--- src/rtl/pp_batch_accumulator.sv ---
// rtl/pp_batch_accumulator.sv - sums fixed batches of N_PP aligned partial products (optional ACC_ZERO_FLAG_EN adds o_zero)
module pp_batch_accumulator #(
    parameter int PP_W  = 15,
    parameter int N_PP  = 8,
    parameter int EXP_W = 6,
    parameter int Q_W   = 5,
    localparam int SUM_W = PP_W + $clog2(N_PP)
) (
    input  logic             i_clk,
    input  logic             i_rst,
    input  logic             i_valid,
    input  logic [PP_W-1:0]  i_align_pp,
    input  logic [EXP_W-1:0] i_max_exp,
    input  logic [Q_W-1:0]   i_Q_frac,
    input  logic             i_flush,
    output logic             o_valid,
    output logic [SUM_W-1:0] o_sum,
    output logic [EXP_W-1:0] o_exp,
    output logic [Q_W-1:0]   o_Q_frac,
`ifdef ACC_ZERO_FLAG_EN
    output logic             o_zero,
`endif
    output logic             o_busy
);

    localparam int CNT_W = $clog2(N_PP);
    localparam logic [CNT_W-1:0] LAST = CNT_W'(N_PP - 1);

    typedef enum logic {IDLE, ACCUM} state_t;

    state_t             state;
    logic [CNT_W-1:0]   count, count_n;
    logic [SUM_W-1:0]   acc, acc_n;
    logic [EXP_W-1:0]   batch_exp, batch_exp_n;
    logic [Q_W-1:0]     batch_q, batch_q_n;
    logic [SUM_W-1:0]   pp_ext, sum_in;
    logic               valid_n;
    logic [SUM_W-1:0]   sum_n;
    logic [EXP_W-1:0]   exp_n;
    logic [Q_W-1:0]     q_n;

    // The batch phase is fully implied by the beat count.
    assign state  = (count == '0) ? IDLE : ACCUM;
    assign pp_ext = {{(SUM_W-PP_W){i_align_pp[PP_W-1]}}, i_align_pp};
    assign sum_in = acc + pp_ext;

    always_comb begin
        acc_n       = acc;
        count_n     = count;
        batch_exp_n = batch_exp;
        batch_q_n   = batch_q;
        valid_n     = 1'b0;
        sum_n       = o_sum;
        exp_n       = o_exp;
        q_n         = o_Q_frac;
        if (i_flush) begin
            // Flush beats any same-cycle beat, including a would-be last one.
            acc_n   = '0;
            count_n = '0;
        end else if (i_valid) begin
            case (state)
                IDLE: begin
                    acc_n       = pp_ext;
                    batch_exp_n = i_max_exp;
                    batch_q_n   = i_Q_frac;
                    count_n     = CNT_W'(1);
                end
                ACCUM: begin
                    if (count == LAST) begin
                        sum_n   = sum_in;
                        exp_n   = batch_exp;
                        q_n     = batch_q;
                        valid_n = 1'b1;
                        acc_n   = '0;
                        count_n = '0;
                    end else begin
                        acc_n   = sum_in;
                        count_n = count + CNT_W'(1);
                    end
                end
                default: begin
                    acc_n   = '0;
                    count_n = '0;
                end
            endcase
        end
    end

    always_ff @(posedge i_clk) begin
        if (i_rst) begin
            acc       <= '0;
            count     <= '0;
            batch_exp <= '0;
            batch_q   <= '0;
            o_valid   <= 1'b0;
            o_sum     <= '0;
            o_exp     <= '0;
            o_Q_frac  <= '0;
            o_busy    <= 1'b0;
        end else begin
            acc       <= acc_n;
            count     <= count_n;
            batch_exp <= batch_exp_n;
            batch_q   <= batch_q_n;
            o_valid   <= valid_n;
            o_sum     <= sum_n;
            o_exp     <= exp_n;
            o_Q_frac  <= q_n;
            o_busy    <= (count_n != '0);
        end
    end

`ifdef ACC_ZERO_FLAG_EN
    always_ff @(posedge i_clk) begin
        if (i_rst) begin
            o_zero <= 1'b0;
        end else if (valid_n) begin
            o_zero <= (sum_n == '0);
        end
    end
`endif

endmodule

--- config.mk ---
export PLATFORM = sky130hd
export DESIGN_NAME = pp_batch_accumulator
export DESIGN_NICKNAME = d
export VERILOG_FILES = /design/src/rtl/pp_batch_accumulator.sv
export SDC_FILE = /design/constraint.sdc
export NUM_CORES = 1
export LEC_CHECK = 0
export BUFFER_PORTS_ARGS = -buffer_cell sky130_fd_sc_hd__buf_2
export CAP_MARGIN = 20
export CORE_ASPECT_RATIO = 0.9
export CORE_MARGIN = 1
export CORE_UTILIZATION = 60
export CTS_CLUSTER_SIZE = 25
export DETAILED_ROUTE_END_ITERATION = 7
export PLACE_DENSITY = 0.85
export SYNTH_ARGS = -nofsm -noshare
export SYNTH_HDL_FRONTEND = slang
export SYNTH_SLANG_ARGS = --single-unit
--- constraint.sdc ---
create_clock -name i_clk -period 4.1 [get_ports i_clk]
set_input_delay 0 -clock i_clk [delete_from_list [all_inputs] [get_ports i_clk]]
set_output_delay 0 -clock i_clk [all_outputs]
set_load 0.05 [all_outputs]
* After elaboration in Yosys (flattened, before gate mapping)
Index checks and enable logic that the tools add are counted.
Operators by class: $lt $le $gt $ge 0, mux-type cells 8, $mul 0, shift operators 0, add/sub/neg operators 2, bitwise logic cells 3, equal/unequal tests 1, reductions and logical operators 6, div/mod/pow operators 0
Operators with widths (number):
- $pmux W18 S2 | 1
- $add A18 B18 Y18 | 1
- $mux W18 | 1
- $mux W3 | 3
- $pmux W3 S2 | 1
- $reduce_and A4 Y1 | 1
- $reduce_or A4 Y1 | 1
- $add A3 B1 Y3 const B | 1
- $eq A3 B3 Y1 const B | 1
- $logic_not A3 Y1 | 1
- $not A1 Y1 | 3
- $reduce_and A3 Y1 | 1
- $reduce_bool A3 Y1 | 1
- $mux W1 | 2
- $reduce_or A2 Y1 | 1
Storage, ports and cells: word-level logic and storage cells 29, latch bits 0, input port bits 30, bits in writable memories 0, flip-flop bits (word level) 63, output and inout bits 31, ROM bits 0, memories kept 0

* Longest topological paths before layout
depth after elaboration 6, gate-level depth with buffers 9, mapped depth without buffers 9

* Worst setup path before layout
No wires, ideal clock.
path type register -> register, from reg acc[0], to reg o_sum[14], buffers on the path 0, setup slack 1.962 ns, cell stages (with the launch flop) 10, library setup time 0.062 ns, clock period less this slack 2.138 ns, arrival 2.076 ns, data required time 4.038 ns, cells stage by stage dfxtp_1 -> ha_1 -> inv_1 -> fa_1 -> nor2b_1 -> o2111ai_1 -> nand4_1 -> a41oi_2 -> or4_1 -> nand3_1
On the way: cells in the longest elaborated chain, start to end 1
Ends and longest elaborated chain:
- start, declared | RTL line 33 | logic [SUM_W-1:0] acc, acc_n;
- start signal, assigned | RTL line 101 | acc <= acc_n;
- $add A18 B18 Y18 | RTL line 45 | assign sum_in = acc + pp_ext;
- end signal, assigned | RTL line 106 | o_sum <= sum_n;
- end, declared | RTL line 17 | output logic [SUM_W-1:0] o_sum,
Every way passes these cells. A chain may end at the register's enable or synchronous reset.

* Worst setup path after layout
Same ends and word-level chain as after synthesis.

==> summary by stage <==
Synth
The share of the synthesized area in compound gates (AO/OA/AOI/OAI) is 24.9%. Among all cell types in the netlist, the one instantiated most often is sky130_fd_sc_hd__nand2_1. The most area-hungry cell type in the Yosys netlist is sky130_fd_sc_hd__dfxtp_1. The number of synthesized register bits is 63. The dominant combinational cell family by area after synthesis is compound AO/OA/AOI/OAI gates.

The share of synthesized area spent on multiplexers is 1.20%. The mapped netlist covers 3430 µm². Each instance of the synthesized netlist takes up on average 8.25 µm². The count of different cell masters after synthesis is 58.

The sequential share of the synthesized area is 36.7%. The synthesis warning total is 0. The synthesized netlist devotes 22.8% of its cell area to simple gates. After synthesis, the most frequently instantiated cells are sky130_fd_sc_hd__nand2_1, sky130_fd_sc_hd__dfxtp_1, sky130_fd_sc_hd__a21oi_1. Counting every net in the synthesized netlist gives 467. The cell count after synthesis came out at 416. The xor/xnor share of the synthesized area is 1.79%. Among all flip-flop cells after synthesis, the most frequent one is sky130_fd_sc_hd__dfxtp_1. After synthesis, the cell types taking the most area are sky130_fd_sc_hd__dfxtp_1, sky130_fd_sc_hd__nand2_1, sky130_fd_sc_hd__ha_1. The share of flip-flops with an asynchronous set or reset after synthesis is 0%. The synthesized design contains 0 enable-type register cells. The adder-cell share of the synthesized area is 7.87%. Of the post-synthesis cell area, the dominant cell type holds 36.7%.

Finish
The fraction of layout cells with a size suffix above 1 is 19.2%. Measured on the finished design, the core utilization comes to 76.5%. The count of inserted antenna diode cells is 0. From synthesis to final layout, the design area changed by 19.9%.

The number of nets in the layout is 537.

GRT
The total overflow left after global routing is 0. The wire length of the first global-routing pass is 14,200 µm. The maximum number of pins on one net before global-route repair is 49. The number of antenna violations at the first check in global routing is 0. The total global routing track utilization is 31.7%. The via count of the first global-routing pass was 3,122.

Setup path
STA classifies the critical path startpoint as a register. The kind of critical path is register to register. The worst register-to-register path ends at o_sum[14]. In this design, the stage delay of the slowest critical-path cell is 0.42 ns. The origin of the worst setup path is acc[0]. The critical path capture point type is a register. The cell at the slowest stage of the critical path is sky130_fd_sc_hd__or4_1. The critical path data arrival time is 2.67 ns. The worst register-to-register path has a depth of 9. At the worst endpoint, the required time is 4.39 ns.

The number of buffers and inverters on the critical path is 1. The signal on the critical path passes through ha_1 -> inv_1 -> fa_1 -> nor2b_1 -> o2111ai_1 -> nand4_1 -> a41oi_2 -> or4_1 -> nand3_1. The reg-to-reg setup timing slack is 1.72 ns. The critical-path maximum fanout is 4. The cell family contributing the most delay on the critical path is simple AND/OR/NAND/NOR gates.

The startpoint identified for the worst register-to-register timing path is acc[0].

Power and ir drop
The cell internal power dissipation is 1.07 mW. The share of total power dissipated in the clock network is 40.9%. The power spent charging and discharging nets is 0.383 mW. The sequential cell fraction of total power is 43.6%. Combinational logic is responsible for 15.5% of the overall power. Dividing total power by cell area gives a power density of 353 nW/µm². Across the VDD grid, the largest voltage drop is 0.000258 V.

The analysis attributes to cell leakage a power of 1.84 nW. The overall power is 1.45 mW. The net switching fraction of the power is 26.3%.

Die
The total die area is 6030 µm². 61 I/O pins were placed. The die width is 81.7 µm. The placeable core area is 5380 µm². The initial core utilization is 63.8%. Measured along the y axis, the die boundary spans 73.8 µm. The number of rows in the core area is 25.

Run status
The flow ran to the end, and the final reports show no timing, DRC or antenna violations.

Hold path
The number of cells traversed by the worst hold path is 3. The worst hold endpoint is acc[6]. The origin of the worst min-delay path is i_align_pp[6]. The worst min-delay path category is input port to register.

Clock tree
Counting the buffers created by CTS gives 9. The root buffer cell chosen for the clock tree is sky130_fd_sc_hd__clkbuf_8. The deepest clock path buffer count is 2.

The H-tree was split into 3 levels. The clock latency reported for the late side of the worst-skew pair is 0.35 ns. In this run the post-CTS setup repair buffer count came out at 0. The clock-pin slew on the worst setup and hold paths is 0.07 ns. The number of sinks driven by the clock tree is 63. TritonCTS built the clock tree.

Placement
The routability-driven placement congestion ratio is 0.914. The sum of net half-perimeters after detailed placement is 5630 µm. Buffers placed on the I/O ports in this run total 60.

Detailed routing
The routed wirelength normalized by instance count is 16.4 µm. The first routing iteration left 225 violations. The count of nets left with antenna violations once routing finished came out at 0.

The detailed router placed 3,424 vias in this run. The first detailed-routing pass ran for 5 iterations. Wires add up to 9130 µm. In the routed design, unresolved DRC markers number 0. The routed via count divided by cell count is 6.15.

STA
Setup violations remaining at the end of the flow were counted as 0. The part of the cycle the worst path needs is 57.9%. Measured against its own limit, the worst slew margin works out to 41.3%.

Setup repair after global routing left no endpoint under its margin. Between clock sinks in the finished design, the worst skew comes to 0.00677 ns. The total count of hold-check failures in the final report is 0. The final max-slew violation count came to 0. Derived from the worst setup path, the maximum achievable clock frequency is 421 MHz. The minimum hold slack is 0.0455 ns.

The transition time at the pin with the least slew margin is 0.881 ns. The routed design could run at a clock period as short as 2.38 ns. The total negative slack is 0 ns.

Flow run
Across the run, the number of max-cap violations was 0.
power by group through the flow:
stage / Sequential (mW) / Clock [mW] / Combinational (mW)
after global routing: 0.636 / 0.628 / 0.243
final: 0.635 / 0.594 / 0.225
after detailed placement: 0.648 / 0 / 0.201
after floorplan: 0.648 / 0 / 0.151
after global placement: 0.647 / 0 / 0.195
after CTS: 0.634 / 0.601 / 0.218
layout by cell type, fill, tap and decap left out, types with 3 or more instances in the layout:
cell / netlist / routed
sky130_fd_sc_hd__xnor2_1: 5 / 5
sky130_fd_sc_hd__a32oi_1: 3 / 3
sky130_fd_sc_hd__nand3b_1: 9 / 9
sky130_fd_sc_hd__nand3_1: 14 / 14
sky130_fd_sc_hd__a31oi_1: 6 / 6
sky130_fd_sc_hd__nor2_1: 27 / 27
sky130_fd_sc_hd__o21ai_0: 11 / 11
sky130_fd_sc_hd__nor3_1: 6 / 6
sky130_fd_sc_hd__ha_1: 20 / 20
sky130_fd_sc_hd__mux2i_1: 3 / 3
sky130_fd_sc_hd__nor2b_1: 3 / 3
sky130_fd_sc_hd__or4_1: 3 / 3
sky130_fd_sc_hd__a22oi_1: 5 / 5
sky130_fd_sc_hd__clkbuf_8: 3 / 10
sky130_fd_sc_hd__a211oi_1: 13 / 13
sky130_fd_sc_hd__nand2b_1: 4 / 4
sky130_fd_sc_hd__nand4b_1: 3 / 3
sky130_fd_sc_hd__dfxtp_1: 63 / 63
sky130_fd_sc_hd__buf_4: 1 / 3
sky130_fd_sc_hd__o21a_1: 6 / 6
sky130_fd_sc_hd__a21oi_1: 45 / 45
sky130_fd_sc_hd__nand2_1: 80 / 80
sky130_fd_sc_hd__or3_1: 4 / 4
sky130_fd_sc_hd__a21o_1: 13 / 13
sky130_fd_sc_hd__inv_1: 8 / 8
sky130_fd_sc_hd__dlygate4sd3_1: 0 / 18
sky130_fd_sc_hd__buf_2: 1 / 60
sky130_fd_sc_hd__a211o_1: 3 / 3
metrics by stage:
stage	cells	setup WS (ns)	area, µm²
floorplan	416	1.96	3430
global placement	522	1.84	3700
detailed placement	522	1.74	3700
CTS	555	1.72	4090
global route	557	1.59	4120
finish	557	1.72	4120
worst register-to-register path, stage by stage, from the launching register on:
cell                        delay [ns]
sky130_fd_sc_hd__dfxtp_1          0.34
sky130_fd_sc_hd__ha_1             0.16
sky130_fd_sc_hd__inv_1            0.05
sky130_fd_sc_hd__fa_1             0.40
sky130_fd_sc_hd__nor2b_1          0.18
sky130_fd_sc_hd__o2111ai_1        0.21
sky130_fd_sc_hd__nand4_1          0.28
sky130_fd_sc_hd__a41oi_2          0.18
sky130_fd_sc_hd__or4_1            0.42
sky130_fd_sc_hd__nand3_1          0.09
flip-flops by register name, summed over array words and instances, names as in the netlist:
signal	flops
batch_exp	6
batch_q	5
acc	18
o_valid	1
o_Q_frac	5
count	3
o_busy	1
o_exp	6
o_sum	18
metal layers:
metal	part of all wire [%]	up-vias	track usage (%)	routed length [µm]
met5	0	-	0	0
met1	43	1600	38.1	3910
met2	47	162	50.9	4310
met3	7.2	26	9.69	655
met4	2.8	0	16.2	253
li1	-	1636	-	-
final cells by class:
class	instances	area, µm²
Clock buffer	11	141
Sequential cell	63	1260
Clock inverter	4	70.1
Timing Repair Buffer	82	518
Tap cell	67	83.8
Fill cell	391	1260
Multi-Input combinational cell	322	2010
Inverter	8	30.0
kinds of logic after synthesis:
group / count (synthesis)
simple gates: 166
compound gates: 124
flops: 63
buf+inv: 31
fa+ha+maj: 21
xor+xnor: 7
mux: 4
repair_timing:
| item | 4_1_cts | 5_1_grt |
|---|---|---|
| resized for setup | 0 | 0 |
| hold buffers | 18 | 0 |
| hold endpoints to repair | 18 | 0 |
worst max path at each step:
stage                           end  slack, ns  cells past startpoint
after global placement    o_sum[17]       1.84                      5
final                     o_sum[14]       1.72                      9
after detailed placement  o_sum[17]       1.74                      5
after floorplan           o_sum[14]       1.96                      9
after global routing      o_sum[14]       1.59                      9
after CTS                    acc[3]       1.72                      5
Power figures use the tool's default switching activity.
